File: src/rtl/hsynth_playback_apb.sv
// hsynth_playback_apb: APB slave packing 32-bit writes into 64-bit stereo frames in a FIFO popped by the I2S side.
//  Ports: clk, reset_n (async active-low); APB paddr/psel/penable/pwrite/pwdata -> prdata/pready;
//  playback_fifo_data/playback_fifo_empty/i2s_playback_enable to I2S, i2s_playback_fifo_ack pop strobe (async);
//  playback_dma_req/playback_dma_single/playback_dma_ack DMA handshake; irq only with HSYNTH_PLAYBACK_IRQ_EN.
module hsynth_playback_apb #(
  parameter int DEPTH_LOG2 = 4,
  parameter int THR_RESET  = 8
) (
  input  logic        clk,
  input  logic        reset_n,
  input  logic [4:0]  paddr,
  input  logic        psel,
  input  logic        penable,
  input  logic        pwrite,
  input  logic [31:0] pwdata,
  output logic [31:0] prdata,
  output logic        pready,
  output logic [63:0] playback_fifo_data,
  input  logic        i2s_playback_fifo_ack,
  output logic        playback_fifo_empty,
  output logic        i2s_playback_enable,
  output logic        playback_dma_req,
  output logic        playback_dma_single,
`ifdef HSYNTH_PLAYBACK_IRQ_EN
  output logic        irq,
`endif
  input  logic        playback_dma_ack
);
  localparam int DEPTH = 1 << DEPTH_LOG2;
  localparam int UW = DEPTH_LOG2 + 1;
  logic [63:0] mem [DEPTH];
  logic [DEPTH_LOG2-1:0] wr_ptr, rd_ptr;
  logic [UW-1:0] used;
  logic [31:0] left, sts, sts_nxt, rd_mux;
  logic [15:0] undr_cnt;
  logic [4:0] thr;
  logic [2:0] s;
  logic phase, ovf, undr, dma_en, play_en, fifo_clr_p, sticky_clr_p;
  logic ie_undr, ie_low, irq_q;
  logic setup, wr_acc, data_wr, cmd_wr, thr_wr, push_req, full, empty, pop, push_ok, pop_ok, below_thr;
  assign setup     = psel & ~penable & ~pwrite;
  assign wr_acc    = psel & penable & pwrite;
  assign data_wr   = wr_acc & (paddr == 5'h00);
  assign cmd_wr    = wr_acc & (paddr == 5'h08);
  assign thr_wr    = wr_acc & (paddr == 5'h0C);
  assign push_req  = data_wr & phase;
  assign full      = used == UW'(DEPTH);
  assign empty     = used == '0;
  // falling edge of the synchronised ack: one pop per I2S pulse
  assign pop       = s[2] & ~s[1];
  assign push_ok   = push_req & ~full & ~fifo_clr_p;
  assign pop_ok    = pop & ~empty & ~fifo_clr_p;
  assign below_thr = 32'(used) < 32'(thr);
  assign pready    = penable;
  assign playback_fifo_empty = empty;
  assign playback_fifo_data  = empty ? 64'h0 : mem[rd_ptr];
  assign i2s_playback_enable = play_en & ~empty;
  assign sts_nxt = {10'd0, irq_q, play_en, playback_dma_ack, playback_dma_req, playback_dma_single, dma_en,
                    3'd0, 5'(used), 3'd0, undr, ovf, phase, full, empty};
  // pulse bits of CMD always read back as 0
  assign rd_mux = paddr == 5'h04 ? sts :
                  paddr == 5'h08 ? {24'd0, ie_low, ie_undr, 3'd0, play_en, dma_en, 1'b0} :
                  paddr == 5'h0C ? {27'd0, thr} :
                  paddr == 5'h10 ? {16'd0, undr_cnt} : 32'd0;
  always_ff @(posedge clk)
    if (push_ok) mem[wr_ptr] <= {pwdata, left};
  always_ff @(posedge clk or negedge reset_n)
    if (!reset_n) begin
      wr_ptr <= '0;
      rd_ptr <= '0;
      used   <= '0;
      phase  <= 1'b0;
      left   <= 32'd0;
    end else if (fifo_clr_p) begin
      wr_ptr <= '0;
      rd_ptr <= '0;
      used   <= '0;
      phase  <= 1'b0;
    end else begin
      if (data_wr) phase <= ~phase;
      if (data_wr & ~phase) left <= pwdata;
      if (push_ok) wr_ptr <= wr_ptr + 1'b1;
      if (pop_ok) rd_ptr <= rd_ptr + 1'b1;
      used <= used + UW'(push_ok) - UW'(pop_ok);
    end
  always_ff @(posedge clk or negedge reset_n)
    if (!reset_n) begin
      ovf      <= 1'b0;
      undr     <= 1'b0;
      undr_cnt <= 16'd0;
    end else if (sticky_clr_p) begin
      ovf      <= 1'b0;
      undr     <= 1'b0;
      undr_cnt <= 16'd0;
    end else begin
      if (push_req & full) ovf <= 1'b1;
      if (pop & empty) begin
        undr     <= 1'b1;
        undr_cnt <= &undr_cnt ? undr_cnt : undr_cnt + 16'd1;
      end
    end
  always_ff @(posedge clk or negedge reset_n)
    if (!reset_n) begin
      prdata              <= 32'd0;
      dma_en              <= 1'b0;
      play_en             <= 1'b0;
      fifo_clr_p          <= 1'b0;
      sticky_clr_p        <= 1'b0;
      thr                 <= 5'(THR_RESET);
      s                   <= 3'd0;
      playback_dma_req    <= 1'b0;
      playback_dma_single <= 1'b0;
      sts                 <= 32'd0;
    end else begin
      fifo_clr_p   <= cmd_wr & pwdata[0];
      sticky_clr_p <= cmd_wr & pwdata[5];
      if (cmd_wr) begin
        dma_en  <= pwdata[1];
        play_en <= pwdata[2];
      end
      if (thr_wr) thr <= pwdata[4:0];
      if (setup) prdata <= rd_mux;
      s <= {s[1:0], i2s_playback_fifo_ack};
      // no burst request while a frame is half written
      playback_dma_req    <= ~playback_dma_ack & dma_en & below_thr & ~phase;
      playback_dma_single <= ~playback_dma_ack & dma_en & ~full;
      sts <= sts_nxt;
    end
`ifdef HSYNTH_PLAYBACK_IRQ_EN
  always_ff @(posedge clk or negedge reset_n)
    if (!reset_n) begin
      ie_undr <= 1'b0;
      ie_low  <= 1'b0;
      irq_q   <= 1'b0;
    end else begin
      if (cmd_wr) begin
        ie_undr <= pwdata[6];
        ie_low  <= pwdata[7];
      end
      irq_q <= (ie_undr & undr) | (ie_low & below_thr);
    end
  assign irq = irq_q;
`else
  assign ie_undr = 1'b0;
  assign ie_low  = 1'b0;
  assign irq_q   = 1'b0;
`endif
endmodule

File: config.mk
export PLATFORM = sky130hd
export DESIGN_NAME = hsynth_playback_apb
export DESIGN_NICKNAME = d
export VERILOG_FILES = /design/src/rtl/hsynth_playback_apb.sv
export SDC_FILE = /design/constraint.sdc
export NUM_CORES = 1
export LEC_CHECK = 0
export ABC_AREA = 1
export BUFFER_PORTS_ARGS = -buffer_cell sky130_fd_sc_hd__buf_2
export CAP_MARGIN = 10
export CELL_PAD_IN_SITES_DETAIL_PLACEMENT = 0
export CELL_PAD_IN_SITES_GLOBAL_PLACEMENT = 2
export CORE_UTILIZATION = 45
export CTS_CLUSTER_DIAMETER = 120
export DETAILED_ROUTE_END_ITERATION = 16
export HOLD_SLACK_MARGIN = 0.08
export PLACE_DENSITY = 0.86
export SETUP_SLACK_MARGIN = 0.5
export SYNTH_ARGS = -nofsm -noshare
export SYNTH_HDL_FRONTEND = slang
export SYNTH_SLANG_ARGS = --single-unit
File: constraint.sdc
create_clock -name clk -period 14.35 [get_ports clk]
set_input_delay 1.435 -clock clk [delete_from_list [all_inputs] [get_ports clk]]
set_output_delay 1.435 -clock clk [all_outputs]
set_load 0.03 [all_outputs]
Word-level counts from Yosys, hierarchy flattened:

Memory sizes are Yosys's and may differ from the RTL's.
Index checks and enable logic that the tools add are counted.

* memories kept: 1
* word-level logic and storage cells: 93
* register bits after elaboration: 125
* memory bits (writable): 1024
* output and inout port bits: 101

Memories
* mem: depth 16, bits a word 64, read ports 1, clocked after memory_dff 0, wr ports 1, RTL line 31 `logic [63:0] mem [DEPTH];`

* bitwise gates (word level): 31
* reductions and logical operators: 10
* muxes and demuxes: 21
* $add $sub $neg: 5
* equality and inequality tests: 6
* order comparisons: 1

Operators by type and width (count)
* 16-bit two-way mux: 6
* 64-bit two-way mux: 1
* 1-bit AND: 23
* 21-bit two-way mux: 1
* 16-bit by 1-bit adder with 16-bit output, second input constant: 1
* 4-bit two-way mux: 4
* 16-bit AND reduction: 1
* 5-bit by 4-bit == test with 1-bit output, second input constant: 2
* 5-bit == test, second input constant: 2
* 5-bit zero test: 2
* 2-bit nonzero test: 5
* 4-bit by 1-bit adder with 4-bit output, second input constant: 2
* 1-bit two-way mux: 8
* 1-bit NOT: 8
* 5-bit by 1-bit adder with 5-bit output: 1
* 5-bit by 3-bit == test with 1-bit output, second input constant: 1
* 5-bit less-than comparator: 1
* 5-bit two-way mux: 1
* 5-bit by 1-bit subtractor with 5-bit output: 1
* 2-bit AND reduction: 2
* 2-bit != test, second input constant: 1

Logic depth before layout (Yosys ltp):

* word-level depth: 9
* gate-level depth with buffers: 17

Worst setup path before layout:

No wires, ideal clock.

* path kind: input-to-reg
* start point: input paddr[1]
* end point: memory mem[0][0] (enable)
* slack: 8.890 ns
* stages: 7
* buffers on the path: 0
* data arrival time: 4.974 ns
* cell sequence: nor2_4 -> nand2_1 -> nor2_1 -> nand2_2 -> nor3_4 -> nand3_1 -> nor2_1

* word-level cells in the longest chain between the ends: 7

RTL lines
* from (decl): RTL line 11 `input logic [4:0] paddr,`
* 5-bit zero test: RTL line 43 `assign data_wr = wr_acc & (paddr == 5'h00);`
* 1-bit AND: RTL line 43
* 1-bit AND: RTL line 46 `assign push_req = data_wr & phase;`
* 1-bit AND (2 in a row): RTL line 51 `assign push_ok = push_req & ~full & ~fifo_clr_p;`
* 1-bit two-way mux: RTL line 66 `if (push_ok) mem[wr_ptr] <= {pwdata, left};`
* 1-bit two-way mux (implied by the code): RTL line 66
* to (decl): RTL line 31

Every way passes these cells.

Final worst setup path:

* start point: register rd_ptr[0]
* end point: output playback_fifo_data[55]

* word-level cells in the longest chain between the ends: 2

RTL lines
* from (decl): RTL line 32 `logic [DEPTH_LOG2-1:0] wr_ptr, rd_ptr;`
* from (signal assigned): RTL line 83 `if (pop_ok) rd_ptr <= rd_ptr + 1'b1;`
* memory 16 x 64 bit
* 64-bit two-way mux: RTL line 56 `assign playback_fifo_data = empty ? 64'h0 : mem[rd_ptr];`
* to (decl): RTL line 18 `output logic [63:0] playback_fifo_data,`

Every way passes these cells.

==> flow_summary_export.csv <==
group,metric,value,unit
outcome,run_status,"complete, no violations",
setup_path,crit_start,"rd_ptr[0]$_DFFE_PN0P_",
worst_hold_path,min-delay-start,"s[0]$_DFF_PN0_",
drt,routed_via_density,5.30,
flow_run,cap_violations,0,
timing,setup_viol,0,
synthesis,synthCells,4256,
setup_path,rr_startpoint,"used[2]$_DFF_PN0_",
drt,wl_per_cell,22.2,um
synthesis,yosysWarnings,0,
synthesis,synthDistinctLibCells,37,
place,hpwl,64500,um
finish,final_nets,4378,
floorplan,fp.dieW,326,um
clocking,cts_resized,0,
clocking,cts_buffers,118,
setup_path,cp.required,12.91,ns
drt,drt-total-wl,129000,um
finish,area_delta_synth_final,11.7,%
floorplan,die-area,106000,um2
synthesis,synthesis.area,47300,um2
timing,rsz0062_at_grt,"false",
finish,drive_gt1_share,8.58,%
clocking,clk_path_buf_depth,3,
floorplan,rows,118,
clocking,cts_tree,"built",
pwr,power.share.sequential,39.7,%
drt,first_pass_iters,5,
timing,hold_viol,0,
clocking,cts_hold_buf,0,
clocking,cts_sinks,1138,
pwr,vdd_drop_max,0.153,mV
synthesis,yosysSeqAreaShare,71.0,%
clocking,clk_latency,0.72,ns
finish,seqCellArea,33600,um2
grt,antenna_found_initial,5,
clocking,cts_htree_levels,3,
worst_hold_path,hp-class,"reg -> reg",
setup_path,critPathKind,"reg -> out",
drt,drc,0,
timing,fin_crit,6.50,ns
setup_path,cp_slowest_cell,"buf_4",
finish,final_common_cell,"nand2_1",
drt,ant_nets,0,
timing,min_period_over_period,45.3,%
grt,overflow,0,
clocking,clkTransAtPathRegs,0.06,ns
synthesis,synth-seq-cells,1138,
timing,relSlewSlack,20.4,%
setup_path,endpoint_kind,"output pin",
grt,grt_pass1_vias,29500,
drt,vias,30700,
setup_path,cpPeakStageDelay,0.83,ns
timing,tightest_slew,1.19,ns
grt,grt_max_degree,225,
synthesis,avgSynthCellArea,11.1,um2
setup_path,crit_chain,"inv_8, buf_12, buf_4, nand2_1, nand2_1, nand2_1, nand3_1, nand3_1, a21oi_1, buf_2",
timing,fmax,154,MHz
pwr,comb_power_share,29.3,%
timing,hold_ws,0.349,ns
timing,fin_skew,0.0410,ns
place,io_buffer_count,133,
grt,grt_usage,24.2,%
pwr,switchingPower,3.48,mW
pwr,sw_frac_of_total,36.2,%
finish,multi_input_area,11300,um2
setup_path,cp_max_fo,199,
pwr,total_power,9.62,mW
floorplan,pin_count,145,
setup_path,path_common_cell,"nand2_1",
floorplan,core,104000,um2
clocking,post_cts_buffers,0,
pwr,p_leak,20.7,nW
pwr,internal-power,6.14,mW
place,place_congestion,0.789,
setup_path,start_kind,"flip-flop",
pwr,clockPowerShare,31.0,%
setup_path,arrival,5.07,ns
timing,setup_tns,0,ns
grt,grt_pass1_wl,191000,um
pwr,powerDensity,182,nW/um2
drt,drt-initial-drc-count,2798,
finish,final_cell_mix,"nand2_1, edfxtp_1, nand3_1, inv_1, nor2_1",
finish,fillCellCount,9212,
floorplan,die_h,326,um
clocking,cts-root-buf,"clkbuf_16",
floorplan,start_util,45.5,%
timing,final_max_slew_viol_count,0,
-- through the flow --
stage / worst slack, ns / area (um2) / std cells / utilization, %
floorplan: 8.89 / 47400 / 4266 / -
detailed placement: 8.65 / 49100 / 5577 / 47.2
finish: 7.85 / 52800 / 5798 / 50.8
global route: 7.59 / 52800 / 5798 / 50.8
global placement: 8.67 / 49100 / 5577 / 47.2
CTS: 7.86 / 52800 / 5797 / 50.8
-- final timing paths --
check | end | slack, ns | depth (start not counted)
hold / removal | s[1]$_DFF_PN0_ | 0.35 | 0
max in group asynchronous | rd_ptr[0]$_DFFE_PN0P_ | 12.19 | 2
hold reg to reg | s[1]$_DFF_PN0_ | 0.35 | 0
min in group asynchronous | prdata[6]$_DFFE_PN0P_ | 0.83 | 1
setup / recovery | playback_fifo_data[55] | 7.85 | 10
setup reg to reg | mem[8][38]$_DFFE_PP_ | 10.11 | 9
-- metal layers --
metal	share of wire, %	track usage (%)	wire length, um
met2	47	38.9	60700
met3	5.8	3.52	7410
met4	3.4	8.87	4330
met1	44	33.4	56300
met5	0.023	0	30
-- power groups by stage --
stage | clock network, mW | registers [mW] | logic [mW]
after floorplan | 0 | 3.78 | 2.04
after global placement | 0 | 3.89 | 2.85
after detailed placement | 0 | 3.89 | 2.84
after CTS | 3.03 | 3.82 | 2.85
after global routing | 3.16 | 3.83 | 3.10
final | 2.99 | 3.82 | 2.82
-- critical path: cells and delay by family (launching register included) --
kind                   cells  cell delay [ns]
AND/OR/NAND/NOR            5             0.45
AO/OA/AOI/OAI              1             0.32
flip-flops                 1             0.74
buffers and inverters      4             2.43
-- registers in the layout, summed over array words and instances, names as in the netlist, 3 cells and up --
register	flops
sts	15
thr	5
left	32
s	3
used	5
prdata	21
undr_cnt	16
mem	1024
rd_ptr	4
wr_ptr	4
-- synthesized netlist by cell type (all sizes together) --
library cell | number | share of area (%)
a31oi | 1 | 0.013
conb | 1 | 0.0079
o31ai | 4 | 0.063
xor2 | 6 | 0.11
nor2 | 186 | 1.5
ha | 16 | 0.42
xnor2 | 1 | 0.019
buf | 181 | 2.1
dfrtp | 113 | 6.0
o211ai | 128 | 2.0
clkbuf | 69 | 0.55
a21oi | 80 | 0.85
edfxtp | 1024 | 65
a2bb2oi | 8 | 0.15
nand3b | 1 | 0.016
o21ai | 140 | 1.5
nand2 | 1431 | 11
o21bai | 1 | 0.016
nand4 | 10 | 0.13
fa | 1 | 0.042
dfstp | 1 | 0.056
inv | 351 | 2.8
nand3 | 493 | 5.2
o2111ai | 1 | 0.019
nor3 | 5 | 0.077
or2 | 3 | 0.040
-- logic make-up (layout without fill, tap and decap cells) --
kind of cell	count (synthesis)	after routing	share of synthesized area, %
other	1	12	0.00793
adder cells (fa/ha/maj)	17	17	0.465
AND/OR/NAND/NOR	2129	2129	18.4
AO/OA/AOI/OAI	363	363	4.62
XOR/XNOR	7	7	0.130
flip-flops	1138	1138	71.0
buffers and inverters	601	752	5.40
-- cell type report --
type,instances,share of cell area (%)
Tap cell,1380,3.27
Antenna cell,1,0.00474
Clock buffer,154,6.00
Inverter,351,2.54
Multi-Input combinational cell,2527,21.4
Timing Repair Buffer,181,2.02
Clock inverter,66,1.13
Sequential cell,1138,63.6
Power figures use the tool's default switching activity.
